==> src/rtl/plic_irq_gateway.sv <==
// rtl/plic_irq_gateway.sv - PLIC interrupt gateway with level/edge sources and claim/complete tracking
module plic_irq_gateway #(
    parameter int                     NUM_SOURCES = 32,
    parameter logic [NUM_SOURCES-1:0] EDGE_MASK   = NUM_SOURCES'(32'h0000_0006),
    parameter int                     CNT_WIDTH   = 4,
    localparam int                    ID_WIDTH    = $clog2(NUM_SOURCES)
) (
    input  logic                   clock_i,
    input  logic                   reset_i,
    input  logic [NUM_SOURCES-1:0] src_i,
    input  logic [NUM_SOURCES-1:0] enable_i,
    output logic [NUM_SOURCES-1:0] irq_o,
    output logic [NUM_SOURCES-1:0] inflight_o,
    input  logic                   claim_valid_i,
    input  logic [ID_WIDTH-1:0]    claim_id_i,
    input  logic                   complete_valid_i,
    input  logic [ID_WIDTH-1:0]    complete_id_i,
    output logic                   claim_err_o,
    output logic                   complete_err_o,
    output logic [NUM_SOURCES-1:0] overflow_o
);

    typedef enum logic [1:0] {
        ST_IDLE     = 2'd0,
        ST_PENDING  = 2'd1,
        ST_INFLIGHT = 2'd2
    } state_e;

    // Line 0 is reserved: every trigger for it is masked so it never leaves IDLE.
    localparam logic [NUM_SOURCES-1:0] SRC_MASK = ~NUM_SOURCES'(1);
    localparam logic [NUM_SOURCES-1:0] EDGE_SRC = EDGE_MASK & SRC_MASK;
    localparam logic [CNT_WIDTH-1:0]   CNT_MAX  = {CNT_WIDTH{1'b1}};

    state_e               state_q [NUM_SOURCES];
    state_e               state_d [NUM_SOURCES];
    logic [CNT_WIDTH-1:0] cnt_q   [NUM_SOURCES];
    logic [CNT_WIDTH-1:0] cnt_d   [NUM_SOURCES];

    logic [NUM_SOURCES-1:0] src_q;
    logic [NUM_SOURCES-1:0] irq_q;
    logic [NUM_SOURCES-1:0] inflight_q;
    logic [NUM_SOURCES-1:0] overflow_q;
    logic [NUM_SOURCES-1:0] overflow_d;
    logic                   claim_err_q;
    logic                   claim_err_d;
    logic                   complete_err_q;
    logic                   complete_err_d;

    logic [NUM_SOURCES-1:0] active;
    logic [NUM_SOURCES-1:0] rise;
    logic [NUM_SOURCES-1:0] claim_sel;
    logic [NUM_SOURCES-1:0] complete_sel;
    logic [NUM_SOURCES-1:0] claim_ok;
    logic [NUM_SOURCES-1:0] complete_ok;

    assign active = src_i & enable_i & SRC_MASK;
    assign rise   = active & ~src_q;

    // Decode claim/complete IDs; out-of-range IDs match no source and are therefore illegal.
    always_comb begin
        claim_sel    = '0;
        complete_sel = '0;
        for (int i = 0; i < NUM_SOURCES; i++) begin
            claim_sel[i]    = claim_valid_i    && (claim_id_i    == ID_WIDTH'(i));
            complete_sel[i] = complete_valid_i && (complete_id_i == ID_WIDTH'(i));
        end
        claim_sel    = claim_sel & SRC_MASK;
        complete_sel = complete_sel & SRC_MASK;
    end

    // Legality is judged on start-of-cycle outputs, so a same-ID claim+complete fails the claim.
    assign claim_ok       = claim_sel & irq_q;
    assign complete_ok    = complete_sel & inflight_q;
    assign claim_err_d    = claim_valid_i & ~(|claim_ok);
    assign complete_err_d = complete_valid_i & ~(|complete_ok);

    // Per-source next state: edge sources track a saturating count, level sources follow the line.
    always_comb begin
        for (int i = 0; i < NUM_SOURCES; i++) begin
            state_d[i]    = state_q[i];
            cnt_d[i]      = cnt_q[i];
            overflow_d[i] = overflow_q[i];
            if (EDGE_SRC[i]) begin
                // A claim consuming one event cancels an edge arriving in the same cycle.
                if (rise[i] && !claim_ok[i]) begin
                    if (cnt_q[i] == CNT_MAX) begin
                        overflow_d[i] = 1'b1;
                    end else begin
                        cnt_d[i] = cnt_q[i] + CNT_WIDTH'(1);
                    end
                end else if (claim_ok[i] && !rise[i]) begin
                    cnt_d[i] = cnt_q[i] - CNT_WIDTH'(1);
                end
                if (claim_ok[i]) begin
                    state_d[i] = ST_INFLIGHT;
                end else if ((state_q[i] == ST_INFLIGHT) && !complete_ok[i]) begin
                    state_d[i] = ST_INFLIGHT;
                end else begin
                    state_d[i] = (cnt_d[i] != '0) ? ST_PENDING : ST_IDLE;
                end
            end else begin
                case (state_q[i])
                    ST_IDLE: begin
                        if (active[i]) begin
                            state_d[i] = ST_PENDING;
                        end
                    end
                    ST_PENDING: begin
                        // A dropped line does not clear pending; only a claim does.
                        if (claim_ok[i]) begin
                            state_d[i] = ST_INFLIGHT;
                        end
                    end
                    ST_INFLIGHT: begin
                        if (complete_ok[i]) begin
                            state_d[i] = active[i] ? ST_PENDING : ST_IDLE;
                        end
                    end
                    default: begin
                        state_d[i] = ST_IDLE;
                    end
                endcase
            end
        end
    end

    // State, counters and registered outputs; reset overrides any same-cycle claim/complete.
    always_ff @(posedge clock_i) begin
        if (reset_i) begin
            for (int i = 0; i < NUM_SOURCES; i++) begin
                state_q[i] <= ST_IDLE;
                cnt_q[i]   <= '0;
            end
            src_q          <= '0;
            irq_q          <= '0;
            inflight_q     <= '0;
            overflow_q     <= '0;
            claim_err_q    <= 1'b0;
            complete_err_q <= 1'b0;
        end else begin
            for (int i = 0; i < NUM_SOURCES; i++) begin
                state_q[i]    <= state_d[i];
                cnt_q[i]      <= cnt_d[i];
                irq_q[i]      <= (state_d[i] == ST_PENDING);
                inflight_q[i] <= (state_d[i] == ST_INFLIGHT);
            end
            src_q          <= src_i;
            overflow_q     <= overflow_d;
            claim_err_q    <= claim_err_d;
            complete_err_q <= complete_err_d;
        end
    end

    assign irq_o          = irq_q;
    assign inflight_o     = inflight_q;
    assign overflow_o     = overflow_q;
    assign claim_err_o    = claim_err_q;
    assign complete_err_o = complete_err_q;

endmodule

==> config.mk <==
export PLATFORM = sky130hd
export DESIGN_NAME = plic_irq_gateway
export DESIGN_NICKNAME = d
export VERILOG_FILES = /design/src/rtl/plic_irq_gateway.sv
export SDC_FILE = /design/constraint.sdc
export NUM_CORES = 1
export LEC_CHECK = 0
export BUFFER_PORTS_ARGS = -buffer_cell sky130_fd_sc_hd__buf_2
export CAP_MARGIN = 20
export CORE_MARGIN = 1
export CORE_UTILIZATION = 45
export CTS_CLUSTER_SIZE = 25
export DETAILED_ROUTE_END_ITERATION = 8
export PLACE_DENSITY = 0.73
export SYNTH_ARGS = -nofsm -noshare
export SYNTH_HDL_FRONTEND = slang
export SYNTH_SLANG_ARGS = --single-unit
==> constraint.sdc <==
create_clock -name clock_i -period 1.7 [get_ports clock_i]
set_clock_uncertainty 0.2 [all_clocks]
set_input_delay 0.17 -clock clock_i [delete_from_list [all_inputs] [get_ports clock_i]]
set_output_delay 0.17 -clock clock_i [all_outputs]
set_load 0.1 [all_outputs]
* Yosys cells after proc, flatten, opt, wreduce, memory -nomap -nowiden *
Memory sizes are Yosys's and may differ from the RTL's.
Index checks and enable logic that the tools add are counted.

storage, ports and cells
  memories kept = 2
  bits in registers = 71
  bits of input ports = 78
  RAM bits = 192
  word-level logic and storage cells = 615
  output and inout bits = 98

memory list
  name     words  bits a word  read ports  clocked after memory_dff  write ports  line  RTL
  cnt_q    32     4            2           0                         32           36    logic [CNT_WIDTH-1:0] cnt_q [NUM_SOURCES];
  state_q  32     2            32          0                         32           34    state_e state_q [NUM_SOURCES];

cells by class
  equality and inequality tests = 191
  reduce and logical (&&, ||, !) cells = 111
  add/subtract/negate cells = 4
  muxes and demuxes = 227
  bitwise logic cells = 73

operators with widths
  kind                                                  count
  two-way mux 2 bit                                     125
  case mux 2 bit (3 select lines)                       30
  equality test 5 bit (second input constant)           32
  two-way mux 4 bit                                     38
  equality test 2 bit (second input constant)           64
  equality test 2 x 1 -> 1 bit (second input constant)  62
  bitwise AND 32 bit                                    3
  equality test 5 x 4 -> 1 bit (second input constant)  16
  logical AND 1 bit                                     68
  OR 1 bit                                              64
  OR reduction 32 bit                                   2
  zero test 2 bit                                       30
  equality test 5 x 3 -> 1 bit (second input constant)  8
  two-way mux 1 bit                                     34
  equality test 5 x 2 -> 1 bit (second input constant)  4
  equality test 5 x 1 -> 1 bit (second input constant)  2
  adder 4 x 1 -> 4 bit (second input constant)          2
  equality test 4 bit (second input constant)           2
  nonzero test 4 bit                                    2
  subtractor 4 x 1 -> 4 bit (second input constant)     2
  zero test 1 bit                                       6
  AND reduction 2 bit                                   3
  bitwise AND 3 bit                                     1
  inverter 3 bit                                        1
  3 further kinds                                       5

* Logic depth before layout (Yosys ltp) *
  word-level depth = 11
  gate-level depth with buffers = 7
  depth with buffers taken out = 6

* Worst setup path before layout *
No wires, ideal clock.

  path type = reg2reg
  start = register irq_q[1] (netlist: irq_o[1])
  end = register irq_q[1] (netlist: irq_o[1])
  data required time = 1365 ps
  stages on the path, launching flop included = 7
  data arrival time = 2092 ps
  setup slack = -728 ps
  period minus slack after synthesis = 2428 ps
  setup time = 135 ps
  path buffers = 1
  cells stage by stage = dfxtp_1 -> nor3b_2 -> and2_1 -> buf_6 -> nor3_1 -> o31ai_1 -> a31oi_1

between the ends
  word-level cells in the longest chain between the ends = 9
  elaborated cells on any way between the ends = 11
  those cells by class = eq/ne (1); mux (5); bitwise (1); reduce/logical (4)

RTL lines
  what                                                           line    RTL
  start, declared                                                40      logic [NUM_SOURCES-1:0] irq_q;
  start signal, assigned by index                                144     irq_q[i] <= (state_d[i] == ST_PENDING);
  bitwise AND 32 bit (*)                                         72      assign claim_ok = claim_sel & irq_q;
  logical AND 1 bit / zero test 1 bit (equally long branches)    91, 85
  two-way mux 4 bit / logical AND 1 bit (equally long branches)  91, 85
  two-way mux 4 bit                                              85      if (rise[i] && !claim_ok[i]) begin
  nonzero test 4 bit                                             99      state_d[i] = (cnt_d[i] != '0) ? ST_PENDING : ST_IDLE;
  two-way mux 1 bit                                              99
  two-way mux 2 bit                                              96      end else if ((state_q[i] == ST_INFLIGHT) && !complete_ok[i]) begin
  two-way mux 2 bit (*)                                          94      if (claim_ok[i]) begin
  equality test 2 x 1 -> 1 bit (*)                               144

Every way passes the cells marked *; elsewhere a longest branch is shown, timed or not.
A chain may end at the register's enable or synchronous reset.

* Worst setup path in the final report *
  start = register src_q[2]
  end = register irq_q[2] (netlist: irq_o[2])

between the ends
  word-level cells in the longest chain between the ends = 11
  elaborated cells on any way between the ends = 12
  those cells by class = eq/ne (1); mux (5); bitwise (2); reduce/logical (4)

RTL lines
  what                              line  RTL
  start, declared                   39    logic [NUM_SOURCES-1:0] src_q;
  start signal, assigned            147   src_q <= src_i;
  inverter 3 bit (*)                57    assign rise = active & ~src_q;
  bitwise AND 3 bit (*)             57
  zero test 1 bit                   91    end else if (claim_ok[i] && !rise[i]) begin
  logical AND 1 bit                 91
  two-way mux 4 bit                 91
  two-way mux 4 bit (*)             85
  nonzero test 4 bit (*)            99
  two-way mux 1 bit (*)             99
  two-way mux 2 bit (*)             96
  two-way mux 2 bit (*)             94
  equality test 2 x 1 -> 1 bit (*)  144

Marked as above.

==> results.toml <==
[status]
status = "finished with violations"
failed_checks = "setup timing"

[yosys]
synth_cell_types = 68
synth_edf_count = 0
yosys_register_bits = 140
synth.avg_cell_area_um2 = 8.431
yosys_warnings = 0
syn_area_mm2 = 0.006484
synth-main-ff-cell = "dfxtp_1"
syn_inst = 769
seq_area_frac_synth = 0.4323
ys_async_sr_fraction = 0

[timing]
hold_viol = 0
post-route-period-util = 1.022
worstMarginPinSlew_ps = 514.6
worst_slack_ps = -38.11
relSlewSlack = 0.6593
final_max_slew_viol_count = 0
rsz0062_at_grt = "true"
setup_viol = 3
fmax_mhz = 575.3
finalCriticalPeriod_ps = 1738

[setup_path]
cp.required_ps = 1850
crit_fanout = 5
critical_path_class = "register to register"
worst_setup_path_end_kind = "register"
cp_slowest_cell = "dfxtp_1"
r2r_start = "src_q[2]$_SDFF_PP0_"
cp.arrival_ps = 1890
crit_start = "src_q[2]$_SDFF_PP0_"
critical-path-top-delay-family = "simple AND/OR/NAND/NOR gates"
crit_buf_inv = 1
slowest_delay_ps = 310
cp-start-kind = "register"
path_cells = "nand3b_1, and3_4, a32oi_1, mux2i_1, buf_4, a31oi_2"

[placement]
place_congestion = 0.8936
io_buffers = 143
dp_hpwl_mm = 14.86
dp_cells = 1139

[cts]
cts-root-buf = "clkbuf_16"
cts_buffer_depth = 2
htreeDepth = 4
tritoncts = "yes"
cts_made_buffers = 17
cts.sinks = 140
path_clk_slew_ps = 60
clk_latency_ps = 430

[final_layout]
utilization = 0.6687
diodes = 0
final_common_cell = "buf_2"
layout_common_cells = "buf_2 (140), buf_4 (98), nor2_1 (96), dfxtp_1 (76), a21oi_1 (75)"
fin_nets = 1119
final_layout_size_suffix_gt1_frac = 0.3657
syn_to_final_growth_pct = 44.27
final_cells = 1230

[global_route]
grt_pass1_vias = 6417
grt_max_degree = 50
track_usage = 0.2830
grt_pass1_wl_mm = 31.82
overflow = 0
antenna_found_initial = 0

[floorplanning]
fp.coreArea_mm2 = 0.01399
rows = 43
dieWidth_um = 122.0
dieHeight_um = 122.0
initial_core_util = 0.4635
die_area_mm2 = 0.01489
io_pins = 176

[pwr]
p_per_area_mw_per_mm2 = 1022
power_leakage_uw = 0.004022
ir_worst_vdd_v = 0.0006919

[routing]
drtPass1Iterations = 5
antenna_left = 0
vias = 6873
drc_errors = 0
viasPerCell = 5.588
routedWlPerCell_um = 17.08
drtIter0Drc = 604
drt_wl_total_mm = 21.01

[hold_path]
worst_hold_path_type = "input pin to register"
hp-start = "enable_i[15]"

[run]
cap_violations = 0
-- registers in the layout, indices dropped and copies added, names as in the netlist --
signal,cells
overflow_o,2
state_q,63
cnt_q,8
irq_o,31
complete_err_o,1
claim_err_o,1
src_q,2
inflight_o,32
-- Yosys cell counts (all sizes together) (3+ instances only) --
cell type  number  share of area
a211oi         15          0.018
nand3b         22          0.025
o21ai          12         0.0093
and4b           7          0.011
a2bb2oi         3         0.0041
dfxtp         140           0.43
inv            27          0.016
nor2           98          0.057
o211ai          3         0.0035
and2            4         0.0039
nor3           13          0.010
o2bb2ai         3         0.0041
a31oi          24          0.023
nand3          44          0.034
and4bb          5         0.0096
a22o            3         0.0041
nor3b           6         0.0085
buf            48          0.052
clkbuf         27          0.016
o21a            3         0.0035
nand4b         12          0.016
a221oi          4         0.0054
o22ai           3         0.0029
nor2b          15          0.014
nand2b          5         0.0048
a32oi           3         0.0041
and3           14          0.014
a211o           3         0.0041
and4            5         0.0068
a21oi          83          0.066
nand2          53          0.031
nand4          12          0.012
mux2            5         0.0087
ha              4         0.0077
mux2i           5         0.0077
-- logic make-up after synthesis --
kind of cell	share of synthesized area
AOI/OAI and AO/OA	0.1806
xor gates and xnor gates	0.002702
adders and majority gates	0.007719
buffers and inverters	0.08414
DFF	0.4323
muxes	0.01988
other	0.0005784
and+or+nand+nor	0.2721
-- stage by stage --
stage | setup WS (ps) | hold WS (ps) | setup TNS [ps] | area [um2] | power [uW]
after floorplan | -154.3 | 98.18 | -525.1 | 6708 | 4779
after global placement | -106.2 | 197.0 | -1080 | 7955 | 5140
after detailed placement | -156.1 | 204.5 | -1490 | 7955 | 5155
after CTS | -6.011 | 2.820 | -8.768 | 9250 | 9522
after global routing | -115.2 | 32.42 | -577.9 | 9354 | 9836
final | -38.11 | 9.491 | -45.44 | 9354 | 9556
-- tightest hold or removal path: stages --
cell and delay, ps:
buf_2 90, nand2_1 60, a211oi_1 50, a31oi_1 170
nor2_1 50
-- what timing repair did --
item / CTS / global route
endpoints found under the hold margin: 51 / 2
buffers inserted: 5 / 3
hold buffers: 53 / 1
pin swaps: 8 / 12
setup endpoints to repair: 5 / 19
resized for setup: 10 / 27
-- final timing paths --
check	to	slack [ps]	depth (start not counted)
worst max register to register	irq_o[2]$_SDFF_PP0_	-40	6
worst min register to register	state_q[0][0]$_SDFF_PP0_	240	1
worst min-delay path	irq_o[15]$_SDFF_PP0_	9	5
worst max-delay path	irq_o[2]$_SDFF_PP0_	-40	6
-- routing by layer --
metal / part of all wire / global-route usage
met1: 0.41 / 0.3429
met4: 0.036 / 0.1304
met5: 0 / 0
met2: 0.48 / 0.4802
met3: 0.073 / 0.05618
-- power by group --
| group | switching [uW] | internal, uW | leakage, uW |
|---|---|---|---|
| clock network | 1420 | 2860 | 0.000330 |
| registers | 132 | 3430 | 0.00117 |
| logic | 1190 | 534 | 0.00252 |
-- cell type report --
type	count	area, um2
Tap cell	180	225.2
Timing Repair Buffer	295	2047
Sequential cell	140	2898
Inverter	27	101.3
Fill cell	1090	4634
Multi-Input combinational cell	556	3393
Clock inverter	9	178.9
Clock buffer	23	510.5
No activity file was read; power rests on OpenSTA's default activity.
